==> config.mk <==
export PLATFORM = sky130hd
export DESIGN_NAME = reset_sequencer_flat
export DESIGN_NICKNAME = d
export VERILOG_FILES = /design/src/rtl/rst_seq_pkg.sv /design/src/rtl/reset_sequencer_if.sv /design/src/rtl/sync_debounce.sv /design/src/rtl/reset_sequencer.sv /design/src/flat_wrapper.sv
export SDC_FILE = /design/constraint.sdc
export NUM_CORES = 1
export LEC_CHECK = 0
export ABC_AREA = 0
export ABC_CLOCK_PERIOD_IN_PS = 1500
export BUFFER_PORTS_ARGS = -buffer_cell sky130_fd_sc_hd__buf_2
export CORE_UTILIZATION = 40
export DETAILED_ROUTE_END_ITERATION = 8
export RECOVER_POWER = 100
export REMOVE_ABC_BUFFERS = 1
export SLEW_MARGIN = 20
export SYNTH_ARGS = -nofsm -noshare
export SYNTH_HDL_FRONTEND = slang
export SYNTH_SLANG_ARGS = --single-unit
==> constraint.sdc <==
create_clock -name clk -period 1.5 [get_ports clk]
set_clock_uncertainty 0.05 [all_clocks]
set_input_delay 0.15 -clock clk [delete_from_list [all_inputs] [get_ports clk]]
set_output_delay 0.15 -clock clk [all_outputs]
set_load 0.01 [all_outputs]
==> src/rtl/rst_seq_pkg.sv <==
// rst_seq_pkg: sequencer FSM states and counter-width helper
package rst_seq_pkg;
  typedef enum logic [1:0] {WAIT_LOCK, STABILIZE, RELEASE, RUN} state_t;
  function automatic int clog2(input int v);
    int w;
    w = 1;
    while ((1 << w) < v) w++;
    return w;
  endfunction
endpackage

==> src/rtl/reset_sequencer_if.sv <==
// reset_sequencer_if: lock/button inputs and staged reset outputs of the sequencer
interface reset_sequencer_if #(
  parameter int NUM_DOMAINS = 2,
  parameter int LL_W        = 8
);
  logic                   pll_locked;
  logic                   btn_rst_n;
  logic [NUM_DOMAINS-1:0] rst_n_out;
  logic                   seq_done;
  logic [LL_W-1:0]        lock_loss_count;
  modport master(input pll_locked, btn_rst_n, output rst_n_out, seq_done, lock_loss_count);
  modport slave(output pll_locked, btn_rst_n, input rst_n_out, seq_done, lock_loss_count);
endinterface

==> src/rtl/sync_debounce.sv <==
// sync_debounce: 2-FF synchroniser and debounce of an active-low button
module sync_debounce import rst_seq_pkg::*; #(
  parameter int DEBOUNCE_CYCLES = 12000
) (
  input  logic clk,
  input  logic rst_n,
  input  logic din_n,
  output logic pressed
);
  localparam int W = clog2(DEBOUNCE_CYCLES);
  logic [1:0]   sync_q;
  logic [W-1:0] cnt_q;
  logic         disagree;
  logic         flip;
  // synced level equal to pressed means the level opposes the debounced state
  assign disagree = sync_q[1] == pressed;
  assign flip     = disagree && cnt_q == W'(DEBOUNCE_CYCLES - 1);
  always_ff @(posedge clk or negedge rst_n) begin
    if (!rst_n) begin
      sync_q  <= 2'b11;
      cnt_q   <= '0;
      pressed <= 1'b0;
    end else begin
      sync_q  <= {sync_q[0], din_n};
      cnt_q   <= (disagree && !flip) ? cnt_q + 1'b1 : '0;
      pressed <= flip ? ~pressed : pressed;
    end
  end
endmodule

==> src/rtl/reset_sequencer.sv <==
// reset_sequencer: lock/button-qualified staggered release of reset domains
module reset_sequencer import rst_seq_pkg::*; #(
  parameter int NUM_DOMAINS        = 2,
  parameter int LOCK_STABLE_CYCLES = 1024,
  parameter int STAGE_GAP          = 16,
  parameter int BTN_EN             = 0,
  parameter int DEBOUNCE_CYCLES    = 12000,
  parameter int LL_W               = 8
) (
  input logic               clk,
  input logic               ext_rst_n,
  reset_sequencer_if.master bus
);
  localparam int STAB_W = clog2(LOCK_STABLE_CYCLES);
  localparam int GAP_W  = clog2(STAGE_GAP);
  localparam int STG_W  = clog2(NUM_DOMAINS);
  logic [1:0]             rst_sync_q;
  logic                   rst_n;
  logic [1:0]             lock_q;
  logic                   lock_sync;
  logic                   btn_raw;
  logic                   btn_pressed;
  logic                   fault;
  state_t                 state_q, state_d;
  logic [STAB_W-1:0]      stab_q, stab_d;
  logic [GAP_W-1:0]       gap_q, gap_d;
  logic [STG_W-1:0]       stage_q, stage_d;
  logic [NUM_DOMAINS-1:0] rst_q, rst_d;
  logic                   done_q, done_d;
  logic [LL_W-1:0]        ll_q, ll_d;
  // reset asserts asynchronously, releases on clk
  always_ff @(posedge clk or negedge ext_rst_n) begin
    if (!ext_rst_n) rst_sync_q <= '0;
    else rst_sync_q <= {rst_sync_q[0], 1'b1};
  end
  assign rst_n = rst_sync_q[1];
  always_ff @(posedge clk or negedge rst_n) begin
    if (!rst_n) lock_q <= '0;
    else lock_q <= {lock_q[0], bus.pll_locked};
  end
  assign lock_sync = lock_q[1];
  sync_debounce #(.DEBOUNCE_CYCLES(DEBOUNCE_CYCLES)) u_btn (
    .clk(clk),
    .rst_n(rst_n),
    .din_n(bus.btn_rst_n),
    .pressed(btn_raw)
  );
  assign btn_pressed = (BTN_EN != 0) && btn_raw;
  assign fault       = !lock_sync || btn_pressed;
  always_ff @(posedge clk or negedge rst_n) begin
    if (!rst_n) begin
      state_q <= WAIT_LOCK;
      stab_q  <= '0;
      gap_q   <= '0;
      stage_q <= '0;
      rst_q   <= '0;
      done_q  <= 1'b0;
      ll_q    <= '0;
    end else begin
      state_q <= state_d;
      stab_q  <= stab_d;
      gap_q   <= gap_d;
      stage_q <= stage_d;
      rst_q   <= rst_d;
      done_q  <= done_d;
      ll_q    <= ll_d;
    end
  end
  always_comb begin
    state_d = state_q;
    stab_d  = '0;
    gap_d   = '0;
    stage_d = stage_q;
    rst_d   = rst_q;
    done_d  = done_q;
    ll_d    = ll_q;
    if (fault) begin
      state_d = WAIT_LOCK;
      stage_d = '0;
      rst_d   = '0;
      done_d  = 1'b0;
      ll_d    = (!lock_sync && (state_q == RELEASE || state_q == RUN) && ll_q != '1) ? ll_q + 1'b1 : ll_q;
    end else begin
      case (state_q)
        WAIT_LOCK: state_d = STABILIZE;
        STABILIZE: begin
          if (stab_q == STAB_W'(LOCK_STABLE_CYCLES - 1)) begin
            rst_d[0] = 1'b1;
            stage_d  = STG_W'(1);
            state_d  = (NUM_DOMAINS == 1) ? RUN : RELEASE;
            done_d   = (NUM_DOMAINS == 1);
          end else begin
            stab_d = stab_q + 1'b1;
          end
        end
        RELEASE: begin
          if (gap_q == GAP_W'(STAGE_GAP - 1)) begin
            rst_d[stage_q] = 1'b1;
            stage_d        = stage_q + 1'b1;
            state_d        = (stage_q == STG_W'(NUM_DOMAINS - 1)) ? RUN : RELEASE;
            done_d         = (stage_q == STG_W'(NUM_DOMAINS - 1));
          end else begin
            gap_d = gap_q + 1'b1;
          end
        end
        default: ;
      endcase
    end
  end
  assign bus.rst_n_out       = rst_q;
  assign bus.seq_done        = done_q;
  assign bus.lock_loss_count = ll_q;
endmodule

==> src/flat_wrapper.sv <==
// flat-port wrapper written by rule: the top's interface ports become plain ports
module reset_sequencer_flat import rst_seq_pkg::*;
#(
  parameter int NUM_DOMAINS        = 2,
  parameter int LOCK_STABLE_CYCLES = 1024,
  parameter int STAGE_GAP          = 16,
  parameter int BTN_EN             = 0,
  parameter int DEBOUNCE_CYCLES    = 12000,
  parameter int LL_W               = 8
)
  (clk, ext_rst_n, bus_pll_locked, bus_btn_rst_n, bus_rst_n_out, bus_seq_done, bus_lock_loss_count);
  reset_sequencer_if #(.NUM_DOMAINS(NUM_DOMAINS), .LL_W(LL_W)) bus_i ();
  input logic clk;
  input logic ext_rst_n;
  input wire logic [$bits(bus_i.pll_locked)-1:0] bus_pll_locked;
  input wire logic [$bits(bus_i.btn_rst_n)-1:0] bus_btn_rst_n;
  output wire logic [$bits(bus_i.rst_n_out)-1:0] bus_rst_n_out;
  output wire logic [$bits(bus_i.seq_done)-1:0] bus_seq_done;
  output wire logic [$bits(bus_i.lock_loss_count)-1:0] bus_lock_loss_count;
  assign bus_i.pll_locked = bus_pll_locked;
  assign bus_i.btn_rst_n = bus_btn_rst_n;
  assign bus_rst_n_out = bus_i.rst_n_out;
  assign bus_seq_done = bus_i.seq_done;
  assign bus_lock_loss_count = bus_i.lock_loss_count;
  reset_sequencer #(.NUM_DOMAINS(NUM_DOMAINS), .LOCK_STABLE_CYCLES(LOCK_STABLE_CYCLES), .STAGE_GAP(STAGE_GAP), .BTN_EN(BTN_EN), .DEBOUNCE_CYCLES(DEBOUNCE_CYCLES), .LL_W(LL_W)) u_core (.clk(clk), .ext_rst_n(ext_rst_n), .bus(bus_i));
endmodule
Yosys cells after proc, flatten, opt, wreduce, memory -nomap -nowiden:

Index checks and enable logic that the tools add are counted.

* bits in registers: 32
* output and inout port bits: 11

* add/subtract/negate cells: 4
* magnitude comparators: 2
* equal/unequal tests: 12
* mux-type cells: 25
* bitwise gates (word level): 2
* reduce and logical (&&, ||, !) cells: 10

Operators with widths (number)
* $mux W10: 3
* $mux W4: 3
* $add A10 B1 Y10 const B: 1
* $eq A10 B10 Y1 const B: 1
* $mux W2: 5
* $mux W1: 9
* $ne A3 B3 Y1 const B: 3
* $add A8 B1 Y8 const B: 1
* $ne A8 B8 Y1 const B: 1
* $pmux W1 S2: 3
* $pmux W2 S3: 1
* $reduce_and A3 Y1: 2
* $add A4 B1 Y4 const B: 1
* $eq A2 B2 Y1 const B: 2
* $eq A4 B4 Y1 const B: 1
* $ne A2 B2 Y1 const B: 2
* $ne A4 B4 Y1 const B: 1
* $reduce_and A2 Y1: 2
* $logic_and A1 B1 Y1: 3
* $eq A2 B1 Y1 const B: 1
* $logic_not A2 Y1: 1
* $lt A1 B2 Y1 const B: 1
* $or A2 B2 Y2: 1
* $add A1 B1 Y1 const B: 1
* other kinds (5): 5

Depth between registers and ports, before layout:

* word-level depth: 8
* depth in mapped cells: 7
* depth with buffers taken out: 6

Worst setup path after synthesis:

OpenSTA, ideal clock, no wires.

* kind: register to register
* start point: reg u_core.ll_q[0], in the netlist u_core.bus.lock_loss_count[0]
* end point: reg u_core.ll_q[7], in the netlist u_core.bus.lock_loss_count[7]
* arrival: 1.638 ns
* data required time: 1.371 ns
* slack: -0.267 ns
* stages on the path, launching flop included: 6
* buffers on the path: 0
* clock period less this slack: 1.767 ns
* path through: dfrtp_1 ha_1 and2_1 a311o_4 nor4_4 xor2_1

* word-level cells in the longest chain between the ends: 3
* elaborated cells on any way between the ends: 4
* those cells by class: add/sub (1); eq/ne (1); reduce/logical (2)

Ends and longest elaborated chain
* start: declaration: RTL line reset_sequencer.sv:30 `logic [LL_W-1:0] ll_q, ll_d;`
* start signal: assignment: RTL line reset_sequencer.sv:66 `ll_q <= ll_d;`
* branches (longest 3 deep; another with $add A8 B1 Y8)

Several ways; the timed one is not identified.
A chain may end at the register's enable or synchronous reset.

Final worst setup path:

* start point: reg u_core.state_q[0]
* end point: reg u_core.state_q[1]

* word-level cells in the longest chain between the ends: 3
* elaborated cells on any way between the ends: 9
* those cells by class: eq/ne (5); mux (2); reduce/logical (2)

Ends and longest elaborated chain
* start: declaration: RTL line reset_sequencer.sv:24 `state_t state_q, state_d;`
* start signal: assignment: RTL line reset_sequencer.sv:60 `state_q <= state_d;`
* $eq A2 B1 Y1, or another cell as far along: RTL line reset_sequencer.sv:84 `case (state_q)`
* $ne A4 B4 Y1 (no line), or another cell as far along
* $reduce_and A3 Y1 (no line) / $mux W2 (equally long branches)

Parallel ways exist; a longest one is shown, timed or not.

==> results.md <==
- Mux share of post-synthesis cell area: 0.6706%
- Ys flop type: dfrtp_1
- Clock tree buffer depth: 2
- Failing checks: negative setup slack
- Drt drc: 0
- Gr usage total: 19.52%
- Largest net degree at the start of global routing: 31
- CP Launch Type: register
- Num CTS Buffers: 5
- Post-Synth Simple-Gate Area: 19.45%
- Synth area leaders: dfrtp_1 (54%), ha_1 (5.9%), xor2_1 (5.9%)
- Post-Syn Area per Cell: 11.22 µm²
- Rel. slew slack: 49.21%
- Detailed-route wire length: 3.404 mm
- Layout area overhead: 53.14%
- Yosys warnings: 0
- Setup ws final: -0.1998 ns
- Share of cells above drive strength 1: 48.48%
- Final Max Tran Viols: 0
- Sequential cell area fraction in the yosys report: 53.65%
- I/O pins: 15
- Fin crit period: 1.700 ns
- Fmax: 588.3 MHz
- DRT iter0 DRCs: 44
- Max-Cap Viols: 0
- FFs w/ async S/R, synth: 100.0%
- Synth cell count leaders: dfrtp_1 (32), nand2_1 (15), nor2_1 (15)
- CP max FO: 3
- Total Power: 3.310 mW
- EDFF count, synth: 0
- Routed WL per cell: 13.95 µm
- Distinct cells, synth: 36
- Full die area: 3980 µm²
- Worst VDD drop: 0.8832 mV
- Area leader, netlist: dfrtp_1
- Hold Path Class: primary input to async pin
- GRT Residual Overflow: 0
- Final GP Congestion: 0.7853
- HPWL Detailed: 2.081 mm
- Endpoints failing setup: 12
- Compound-Gate Fraction of Synth Area: 8.466%
- ANT nets after route: 0
- Leak pwr: 1.091 nW
- H-tree levels: 2
- Post-synth top area share: 53.65%
- Synth Cell Area: 1493 µm²
- Site Rows: 21
- Worst skew pair latency: 0.28 ns
- Sink Count: 32
- Syn Inst Count: 133
- Setup tns final: -1.701 ns
- Synth Register Bits: 32
- Port Buf Inserts: 13
- Root buffer cell: clkbuf_8
- Worst setup EP type: register
- Status: finished, violations left
- Final core utilization: 66.41%
- Core ar.: 3442 µm²
- Initial antenna violation count: 0
- Critical path required time: 1.64 ns
- Most frequent cell after synthesis: dfrtp_1
- Clock transition at path regs: 0.07 ns
- Ant. Diodes: 0
- Arrival time worst endpoint: 1.84 ns
- WS Path Type: register to register
- Vias/cell: 5.049
- Die Ht: 63.09 µm
- Die width: 63.09 µm
- Unrepaired setup endpoints after global routing: yes
- Final hold violation count: 0
- Cell Pwr Density: 1448 nW/µm²
- Final net count: 208
- Pre-Repair DR Iteration Count: 4
- Xor/xnor share of the synthesized area: 9.388%
- First-pass GRT wire length: 5.789 mm
- Starting density of the core: 43.37%
- Fin crit share: 113.3%
- Largest family of logic cells by synthesized area: simple AND/OR/NAND/NOR gates
- Worst-Margin Slew: 0.7619 ns
- Vias in the first global route: 1287
- TritonCTS clock tree: yes
- Post-synthesis adder-cell area fraction: 5.868%
- DR vias: 1232
worst paths after layout:
path,startpoint,to,slack [ns],cells past startpoint
setup / recovery,u_core.state_q[0]$_DFFE_PN0P_,u_core.state_q[1]$_DFFE_PN0P_,-0.20,5
hold / removal,ext_rst_n,u_core.rst_sync_q[0]$_DFF_PN0_,0.13,2
setup reg to reg,u_core.state_q[0]$_DFFE_PN0P_,u_core.state_q[1]$_DFFE_PN0P_,-0.20,5
min in group clk,u_core.lock_q[0]$_DFF_PN0_,u_core.lock_q[1]$_DFF_PN0_,0.30,0
max in group asynchronous,u_core.rst_sync_q[1]$_DFF_PN0_,u_core.state_q[1]$_DFFE_PN0P_,0.52,1
hold reg to reg,u_core.lock_q[0]$_DFF_PN0_,u_core.lock_q[1]$_DFF_PN0_,0.30,0
kinds of logic (layout without fill, tap and decap cells):
family / count (synthesis) / count (layout)
flops: 32 / 32
other cells: 1 / 1
compound gates: 14 / 14
fa+ha+maj: 7 / 7
simple gates: 55 / 55
mux: 1 / 1
buf+inv: 7 / 72
xor+xnor: 16 / 16
per-layer routing:
| layer | wire, µm | global-route usage [%] |
|---|---|---|
| met5 | 0 | 0 |
| met4 | 128 | 14.83 |
| met3 | 97 | 5.797 |
| met2 | 1694 | 30.65 |
| met1 | 1483 | 22.24 |
through the flow:
stage               hold WS (ns)  worst slack, ns  cells  instance area (µm²)
detailed placement       -0.1102          -0.2390    220                 1829
finish                    0.1336          -0.1998    244                 2286
floorplan                -0.1956          -0.2671    130                 1474
CTS                       0.1134          -0.2009    239                 2157
global route              0.1345          -0.2389    244                 2286
global placement         -0.1154          -0.1798    220                 1829
worst max-delay path, cell delays in order (launching register included):
cell,delay [ns]
dfrtp_2,0.42
inv_4,0.06
ha_4,0.17
or4b_1,0.50
and3_4,0.21
mux2i_1,0.18
layout by cell type (no fill, tap or decap), types with 3 or more instances in the layout:
cell,count
nor2_1,8
buf_4,39
nand3_1,6
clkbuf_8,5
ha_4,5
xor2_1,10
buf_6,4
dfrtp_1,30
nor2_4,7
nand2_1,13
and3_1,3
buf_2,8
xnor2_1,5
clkbuf_1,6
registers in the layout, summed over array words and instances (netlist names):
name and count:
u_core.stage_q 1, u_core.stab_q 10, u_core.bus.lock_loss_count 8, u_core.state_q 2, u_core.gap_q 4, u_core.bus.rst_n_out 2, u_core.rst_sync_q 2, u_core.bus.seq_done 1
u_core.lock_q 2
final cells by class:
class | instances | area [µm²]
repair buffers | 60 | 441.7
clock inverters | 2 | 35.03
fillers | 260 | 1156
clock buffers | 6 | 72.57
multi-input cells | 94 | 855.8
inverters | 4 | 20.02
flip-flops and latches | 32 | 803.3
well taps | 46 | 57.56
where the power goes:
group          leakage [nW]  internal, mW  total (mW)  switching, mW
logic                 0.611         0.789        1.41          0.622
registers             0.425         0.983        1.09          0.104
clock network        0.0552         0.493       0.812          0.319
total                  1.09          2.27        3.31           1.05
repair_timing:
| item | CTS | global route |
|---|---|---|
| pin swaps | 18 | 17 |
| hold endpoints to repair | 3 | 0 |
| setup endpoints to repair | 16 | 19 |
| buffers inserted | 9 | 6 |
| hold buffers | 2 | 0 |
| resized for setup | 31 | 22 |
No activity file was read; power rests on OpenSTA's default activity.
